==> config.mk <==
export PLATFORM = sky130hd
export DESIGN_NAME = fma_special_pipe
export DESIGN_NICKNAME = d
export VERILOG_FILES = /design/src/rtl/fma_special_pipe.sv
export SDC_FILE = /design/constraint.sdc
export NUM_CORES = 1
export LEC_CHECK = 0
export ABC_AREA = 1
export ABC_CLOCK_PERIOD_IN_PS = 2000
export CORE_ASPECT_RATIO = 1.25
export CORE_UTILIZATION = 41
export DETAILED_ROUTE_END_ITERATION = 10
export PLACE_DENSITY = 0.88
export SETUP_SLACK_MARGIN = 0.5
export SYNTH_ARGS = -nofsm -noshare
export SYNTH_HDL_FRONTEND = slang
export SYNTH_SLANG_ARGS = --single-unit
==> constraint.sdc <==
create_clock -name clk -period 2 [get_ports clk]
set_input_delay 0.4 -clock clk [delete_from_list [all_inputs] [get_ports clk]]
set_output_delay 0.4 -clock clk [all_outputs]
set_load 0.01 [all_outputs]
==> src/rtl/fma_special_pipe.sv <==
// Special-case and exception-flag stage for an FMA datapath: picks the special or rounded result,
// raises {NV,OF,UF,NX}, and registers it behind a valid/ready handshake with sticky flags and an event counter.
module fma_special_pipe #(
   parameter  int NE    = 5,
   parameter  int NF    = 10,
   parameter  int CNT_W = 8,
   localparam int W     = 1 + NE + NF
) (
   input  logic             clk,
   input  logic             reset_n,
   input  logic             in_valid,
   output logic             in_ready,
   input  logic [W-1:0]     x,
   input  logic [W-1:0]     y,
   input  logic [W-1:0]     z,
   input  logic [W-1:0]     sum,
   input  logic             nonzero_mant,
   output logic             out_valid,
   input  logic             out_ready,
   output logic [W-1:0]     result,
   output logic             special,
   output logic [3:0]       flags,
   input  logic             flags_clr,
   output logic [3:0]       fflags,
   output logic [CNT_W-1:0] spec_cnt
);

   typedef struct packed {
      logic nan;
      logic snan;
      logic inf;
      logic zero;
   } FpClass;

   localparam logic [W-1:0] canonNan = {1'b0, {NE{1'b1}}, 1'b1, {(NF-1){1'b0}}};

   function automatic FpClass classify(input logic [W-1:0] v);
      FpClass c;
      logic   expOnes;
      logic   expZero;
      logic   fracZero;
      expOnes  = &v[W-2:NF];
      expZero  = ~|v[W-2:NF];
      fracZero = ~|v[NF-1:0];
      c.nan    = expOnes & ~fracZero;
      c.snan   = c.nan & ~v[NF-1];
      c.inf    = expOnes & fracZero;
      c.zero   = expZero & fracZero;
      return c;
   endfunction

   FpClass         xCls, yCls, zCls;
   logic           prodSign, prodInf, prodZero, accept;
   logic [W-1:0]   resultNew;
   logic           specialNew;
   logic [3:0]     flagsNew;

   assign xCls     = classify(x);
   assign yCls     = classify(y);
   assign zCls     = classify(z);
   assign prodSign = x[W-1] ^ y[W-1];
   assign prodInf  = xCls.inf | yCls.inf;
   assign prodZero = xCls.zero | yCls.zero;

   assign in_ready = ~out_valid | out_ready;
   assign accept   = in_valid & in_ready;

   // NOTE: every output of this block is defaulted first so no path leaves it unassigned (no latch).
   always_comb begin
      resultNew  = sum;
      specialNew = 1'b0;
      flagsNew   = 4'b0000;
      if (xCls.nan | yCls.nan | zCls.nan) begin
         resultNew   = canonNan;
         specialNew  = 1'b1;
         flagsNew[3] = xCls.snan | yCls.snan | zCls.snan;
      end else if ((xCls.inf & yCls.zero) | (xCls.zero & yCls.inf)) begin
         resultNew  = canonNan;
         specialNew = 1'b1;
         flagsNew   = 4'b1000;
      end else if (prodInf & zCls.inf & (prodSign != z[W-1])) begin
         resultNew  = canonNan;
         specialNew = 1'b1;
         flagsNew   = 4'b1000;
      end else if (prodInf) begin
         resultNew  = {prodSign, {NE{1'b1}}, {NF{1'b0}}};
         specialNew = 1'b1;
      end else if (zCls.inf) begin
         resultNew  = z;
         specialNew = 1'b1;
      end else if (prodZero & ~zCls.zero) begin
         resultNew  = z;
         specialNew = 1'b1;
      end else if (prodZero) begin
         // Exact zero sum under round-to-nearest-even is negative only when both terms are.
         resultNew  = {prodSign & z[W-1], {(W-1){1'b0}}};
         specialNew = 1'b1;
      end else if (&sum[W-2:NF]) begin
         resultNew = {sum[W-1], {NE{1'b1}}, {NF{1'b0}}};
         flagsNew  = 4'b0101;
      end else begin
         flagsNew = {2'b00, nonzero_mant & ~|sum[W-2:NF], nonzero_mant};
      end
   end

   // NOTE: sequential state uses non-blocking assignments so all registers update from pre-edge values.
   always_ff @(posedge clk or negedge reset_n) begin
      if (!reset_n) begin
         out_valid <= 1'b0;
         result    <= '0;
         special   <= 1'b0;
         flags     <= 4'b0000;
         fflags    <= 4'b0000;
         spec_cnt  <= '0;
      end else begin
         if (accept) begin
            out_valid <= 1'b1;
            result    <= resultNew;
            special   <= specialNew;
            flags     <= flagsNew;
            fflags    <= flags_clr ? flagsNew : (fflags | flagsNew);
            if (specialNew && !(&spec_cnt))
               spec_cnt <= spec_cnt + 1'b1;
         end else begin
            if (out_ready)
               out_valid <= 1'b0;
            if (flags_clr)
               fflags <= 4'b0000;
         end
      end
   end

endmodule

== After elaboration in Yosys (flattened, before gate mapping) ==
Cells that the tools add are included.

* Register bits: 34
* Input port bits: 70
* Output and inout port bits: 35
* Logic and storage cells: 96

* Add/subtract/negate cells: 1
* Eq/ne operators: 1
* Mux-type cells: 29
* Bitwise gates (word level): 35
* Reductions and logical operators: 24

{| class="wikitable"
|+ Operators with widths
! operator !! count
|-
| two-way mux 16 bit || 7
|-
| two-way mux 4 bit || 9
|-
| OR reduction 10 bit || 3
|-
| AND 1 bit || 20
|-
| AND reduction 5 bit || 4
|-
| OR reduction 5 bit || 4
|-
| two-way mux 15 bit || 1
|-
| two-way mux 1 bit || 10
|-
| adder 8 x 1 -> 8 bit (second input constant) || 1
|-
| logical NOT 1 bit || 8
|-
| OR 1 bit || 8
|-
| AND reduction 8 bit || 1
|-
| two-way mux 3 bit || 2
|-
| NOT 1 bit || 5
|-
| OR 4 bit || 1
|-
| nonzero test 2 bit || 2
|-
| AND reduction 2 bit || 1
|-
| logical AND 1 bit || 1
|-
| != test 1 bit || 1
|-
| XOR 1 bit || 1
|}

== Depth between registers and ports, before layout ==
* Word-level depth: 14
* Mapped depth: 12
* Mapped depth without buffers: 12

== Worst setup path before layout ==
OpenSTA, ideal clock, no wires.

* Kind: input to register
* Start: input y[1]
* End: register spec_cnt[2]
* Library setup time: 0.119 ns
* Arrival time: 1.446 ns
* Required time: 1.881 ns
* Path slack: 0.435 ns
* Stages on the path: 9
* Buffers on the path: 0
* Cells stage by stage: or2_0 > nor2_2 > nand3_1 > nand2_4 > nor2_2 > nand2_4 > nand3_4 > nand2_1 > nand2_1

* Cells in the longest elaborated chain, start to end: 13
* Elaborated cells on any way between the ends: 24
* Classes of those cells: mux: 7; bitwise: 13; reduce/logical: 4

{| class="wikitable"
|+ RTL lines
! element !! line !! text
|-
| start, declared || 14 || <nowiki>input logic [W-1:0] y,</nowiki>
|-
| OR reduction 10 bit (*) || 44 || <nowiki>fracZero = ~|v[NF-1:0];</nowiki>
|-
| logical NOT 1 bit || 44 ||
|-
| AND 1 bit || 48 || <nowiki>c.zero = expZero & fracZero;</nowiki>
|-
| OR 1 bit || 63 || <nowiki>assign prodZero = xCls.zero | yCls.zero;</nowiki>
|-
| two-way mux 1 bit or AND 1 bit (tied branches) || 94, 91 ||
|-
| two-way mux 1 bit || 91 || <nowiki>end else if (prodZero & ~zCls.zero) begin</nowiki>
|-
| two-way mux 1 bit || 88 || <nowiki>end else if (zCls.inf) begin</nowiki>
|-
| two-way mux 1 bit || 85 || <nowiki>end else if (prodInf) begin</nowiki>
|-
| two-way mux 1 bit || 81 || <nowiki>end else if (prodInf & zCls.inf & (prodSign != z[W-1])) begin</nowiki>
|-
| two-way mux 1 bit || 77 || <nowiki>end else if ((xCls.inf & yCls.zero) | (xCls.zero & yCls.inf)) begin</nowiki>
|-
| two-way mux 1 bit (*) || 73 || <nowiki>if (xCls.nan | yCls.nan | zCls.nan) begin</nowiki>
|-
| logical AND 1 bit (*) || 122 || <nowiki>if (specialNew && !(&spec_cnt))</nowiki>
|-
| AND reduction 2 bit (no source line) (*) || -- ||
|-
| end signal, assigned || 123 || <nowiki>spec_cnt <= spec_cnt + 1'b1;</nowiki>
|-
| end, declared || 25 || <nowiki>output logic [CNT_W-1:0] spec_cnt</nowiki>
|}

Mark *: on every way between the ends. The rest lies on a longest branch, timed or not.
A chain may end at the register's enable or synchronous reset.

== Final worst setup path ==
* Start: input x[8]
* End: register result[14]

* Cells in the longest elaborated chain, start to end: 11
* Elaborated cells on any way between the ends: 22
* Classes of those cells: mux: 7; bitwise: 13; reduce/logical: 2

{| class="wikitable"
|+ RTL lines
! element !! line !! text
|-
| start, declared || 13 || <nowiki>input logic [W-1:0] x,</nowiki>
|-
| OR reduction 10 bit (*) || 44 ||
|-
| logical NOT 1 bit || 44 ||
|-
| AND 1 bit || 48 ||
|-
| OR 1 bit || 63 ||
|-
| two-way mux 16 bit or AND 1 bit (tied branches) || 94, 91 ||
|-
| two-way mux 16 bit || 91 ||
|-
| two-way mux 16 bit || 88 ||
|-
| two-way mux 16 bit || 85 ||
|-
| two-way mux 16 bit || 81 ||
|-
| two-way mux 16 bit || 77 ||
|-
| two-way mux 16 bit (*) || 73 ||
|-
| end signal, assigned || 118 || <nowiki>result <= resultNew;</nowiki>
|-
| end, declared || 20 || <nowiki>output logic [W-1:0] result,</nowiki>
|}

Marked as above.

==> impl_metrics.toml <==
[outcome]
status = "complete, no violations"

[sta]
worst_slack_ps = 97.8
drv_slew = 0
finalHoldViolCount = 0
rsz0062_at_grt = "yes"
setup_violations = 0
maxSlewHeadroom = 0.716
finClkSkew_ps = 13.8
tightest_slew_ps = 423
fin_crit_ps = 1900
fmax_mhz = 526
hold_slack_ps = 471
post-route-period-util = 0.951

[final_layout]
final_cell_mix = "nand2_1, buf_4, dlygate4sd2_1"
num_antenna_cells = 0
area_growth_pct = 102
nets = 575
fin_cells = 566
final_common_cell = "nand2_1"
drive_gt1_frac = 0.448

[critical_path]
end_kind = "flop"
cp.arrival_ps = 2080
crit_required_ps = 2180
cp-start-kind = "input port"
cp_max_fo = 5
path_class = "input port to flop"

[die]
row_count = 29
die_w_um = 68.1
die-area_sq_mm = 0.00575
core_area_sq_mm = 0.00515
start_util = 0.434
die_y_um = 84.6
ioPinCount = 105

[clock_tree]
cts_max_level = 2
cts_tree = "done"
clk_latency_ps = 290
root_buffer = "clkbuf_8"
numClockSinks = 34
clk_pin_slew_ps = 70
clock_path_buffers = 2
numCtsBuffers = 5
ctsHoldBuffers = 0

[worst_hold_path]
hp-class = "flop to flop"

[routing]
first_pass_iters = 9
vias_per_cell = 5.95
routed_wl_mm = 12.1
drc = 0
via_count = 3366
avgRoutedWirePerCell_um = 21.3
ant_nets = 0
drt_iter0_drc = 485

[placed_design]
gp_congestion = 0.865
dp_cells = 512
dp_slack_ps = -179
port_buffers = 104
dp_hpwl_mm = 5.50

[synth]
synth_nets = 391
ys_warn_count = 0
synth_area_sq_mm = 0.00224
yosys.area.top_type_share = 0.381
ys_top_cells_by_area = "dfrtp_1, nand2_1, nand3_1, nor2_1, inv_1"
syn_avg_cell_area_sq_um = 7.01
synth_cell_types = 32
ys_seq_area_frac = 0.381
synth_cells = 319
synth_seq_cells = 34
synth_top_cell_by_area = "dfrtp_1"

[global_route]
grt_pass1_wl_mm = 15.0
grt_max_degree = 35
antenna_found_initial = 0
overflow = 0
grt_pass1_vias = 3281
track_usage = 0.349

[power]
p_per_area_mw_per_mm2 = 533
leakagePower_nw = 2.30
vdd.ir_drop.worst_uv = 448

[flow_run]
cap_violations = 0
==> registers in the layout (all words and copies together), names as in the netlist <==
register / flops
out_valid: 1
spec_cnt: 8
flags: 4
result: 16
special: 1
fflags: 4
==> power breakdown <==
| part | leakage (nW) | switching, W | total [W] | internal (W) |
|---|---|---|---|---|
| logic | 1.80 | 0.000421 | 0.000805 | 0.000384 |
| registers | 0.432 | 0.0000669 | 0.000836 | 0.000769 |
| clock network | 0.0683 | 0.000267 | 0.000766 | 0.000499 |
==> stage by stage <==
| step | total power, W | instance area (sq um) | util | setup TNS (ps) |
|---|---|---|---|---|
| 2_1_floorplan | 0.00106 | 2240 | - | 0 |
| 3_3_place_gp | 0.00145 | 3570 | 0.693 | -1480 |
| 3_5_place_dp | 0.00148 | 3570 | 0.693 | -3780 |
| 4_1_cts | 0.00226 | 4250 | 0.824 | 0 |
| 5_1_grt | 0.00247 | 4520 | 0.877 | 0 |
| 6_report | 0.00241 | 4520 | 0.877 | 0 |
==> path summary, 6_finish.rpt <==
check                            startpoint           to  slack (ps)  depth (start not counted)
worst max-delay path                   x[8]   result[14]         100                         12
worst min register to register    fflags[2]    fflags[2]         470                          2
worst min-delay path              fflags[2]    fflags[2]         470                          2
max in group asynchronous           reset_n  spec_cnt[7]        1130                          2
min in group asynchronous           reset_n    result[8]         550                          2
worst max register to register  spec_cnt[0]  spec_cnt[7]         250                          7
==> logic make-up after synthesis <==
group | after synthesis | share of synthesized area
AOI/OAI and AO/OA | 19 | 0.0504
adders and majority gates | 2 | 0.0112
and+or+nand+nor | 222 | 0.463
buffers and inverters | 35 | 0.0677
xor gates and xnor gates | 7 | 0.0274
DFF | 34 | 0.381
==> timing repair <==
action | in CTS | in global routing
buffers inserted | 33 | 9
resized for setup | 253 | 72
hold endpoints to repair | 0 | 0
gates cloned | 4 | 0
endpoints found under the setup margin | 68 | 33
pin swaps | 70 | 45
==> metal layers <==
metal	vias up	global-route usage	routed length, um
li1	1402	-	-
met1	1549	0.374	3820
met2	321	0.611	6170
met3	94	0.0598	1150
met4	0	0.212	938
met5	-	0	0
==> area by class of cell <==
type	count	area, sq um
clock buffer	5	68.8
tap	62	77.6
fill	242	633
clock inverter	3	68.8
timing repair buffer	182	1590
multi-input combinational	252	1740
inverter	28	125
sequential	34	851
==> synthesized netlist by cell type <==
cell	n
or2_2	2
nand2_1	108
buf_2	1
or2_1	1
o21ai_1	3
nand3_2	5
nand3_4	2
nand2_4	2
inv_1	27
buf_4	1
nor3_1	5
o22ai_1	3
a21oi_1	2
and3_1	1
dfrtp_1	34
nor3_4	1
nor2_1	38
clkinv_1	1
ha_1	2
xnor2_1	2
o21ai_4	1
clkbuf_1	3
buf_6	2
nor2_2	3
nand2_2	5
xor2_1	5
nand3_1	35
and2_1	2
o21ai_0	8
nand4_1	10
a31oi_1	2
or2_0	2
==> worst max-delay path, cell delays in order <==
cell           delay (ps)
dlygate4sd2_1         190
nor2_1                 30
and2_4                180
buf_6                 120
nand3_4               110
nand2_8                90
buf_12                140
buf_4                 130
nor3_2                300
nand3_2               220
o21ai_2               100
inv_1                  60
No activity file was read; power rests on OpenSTA's default activity.
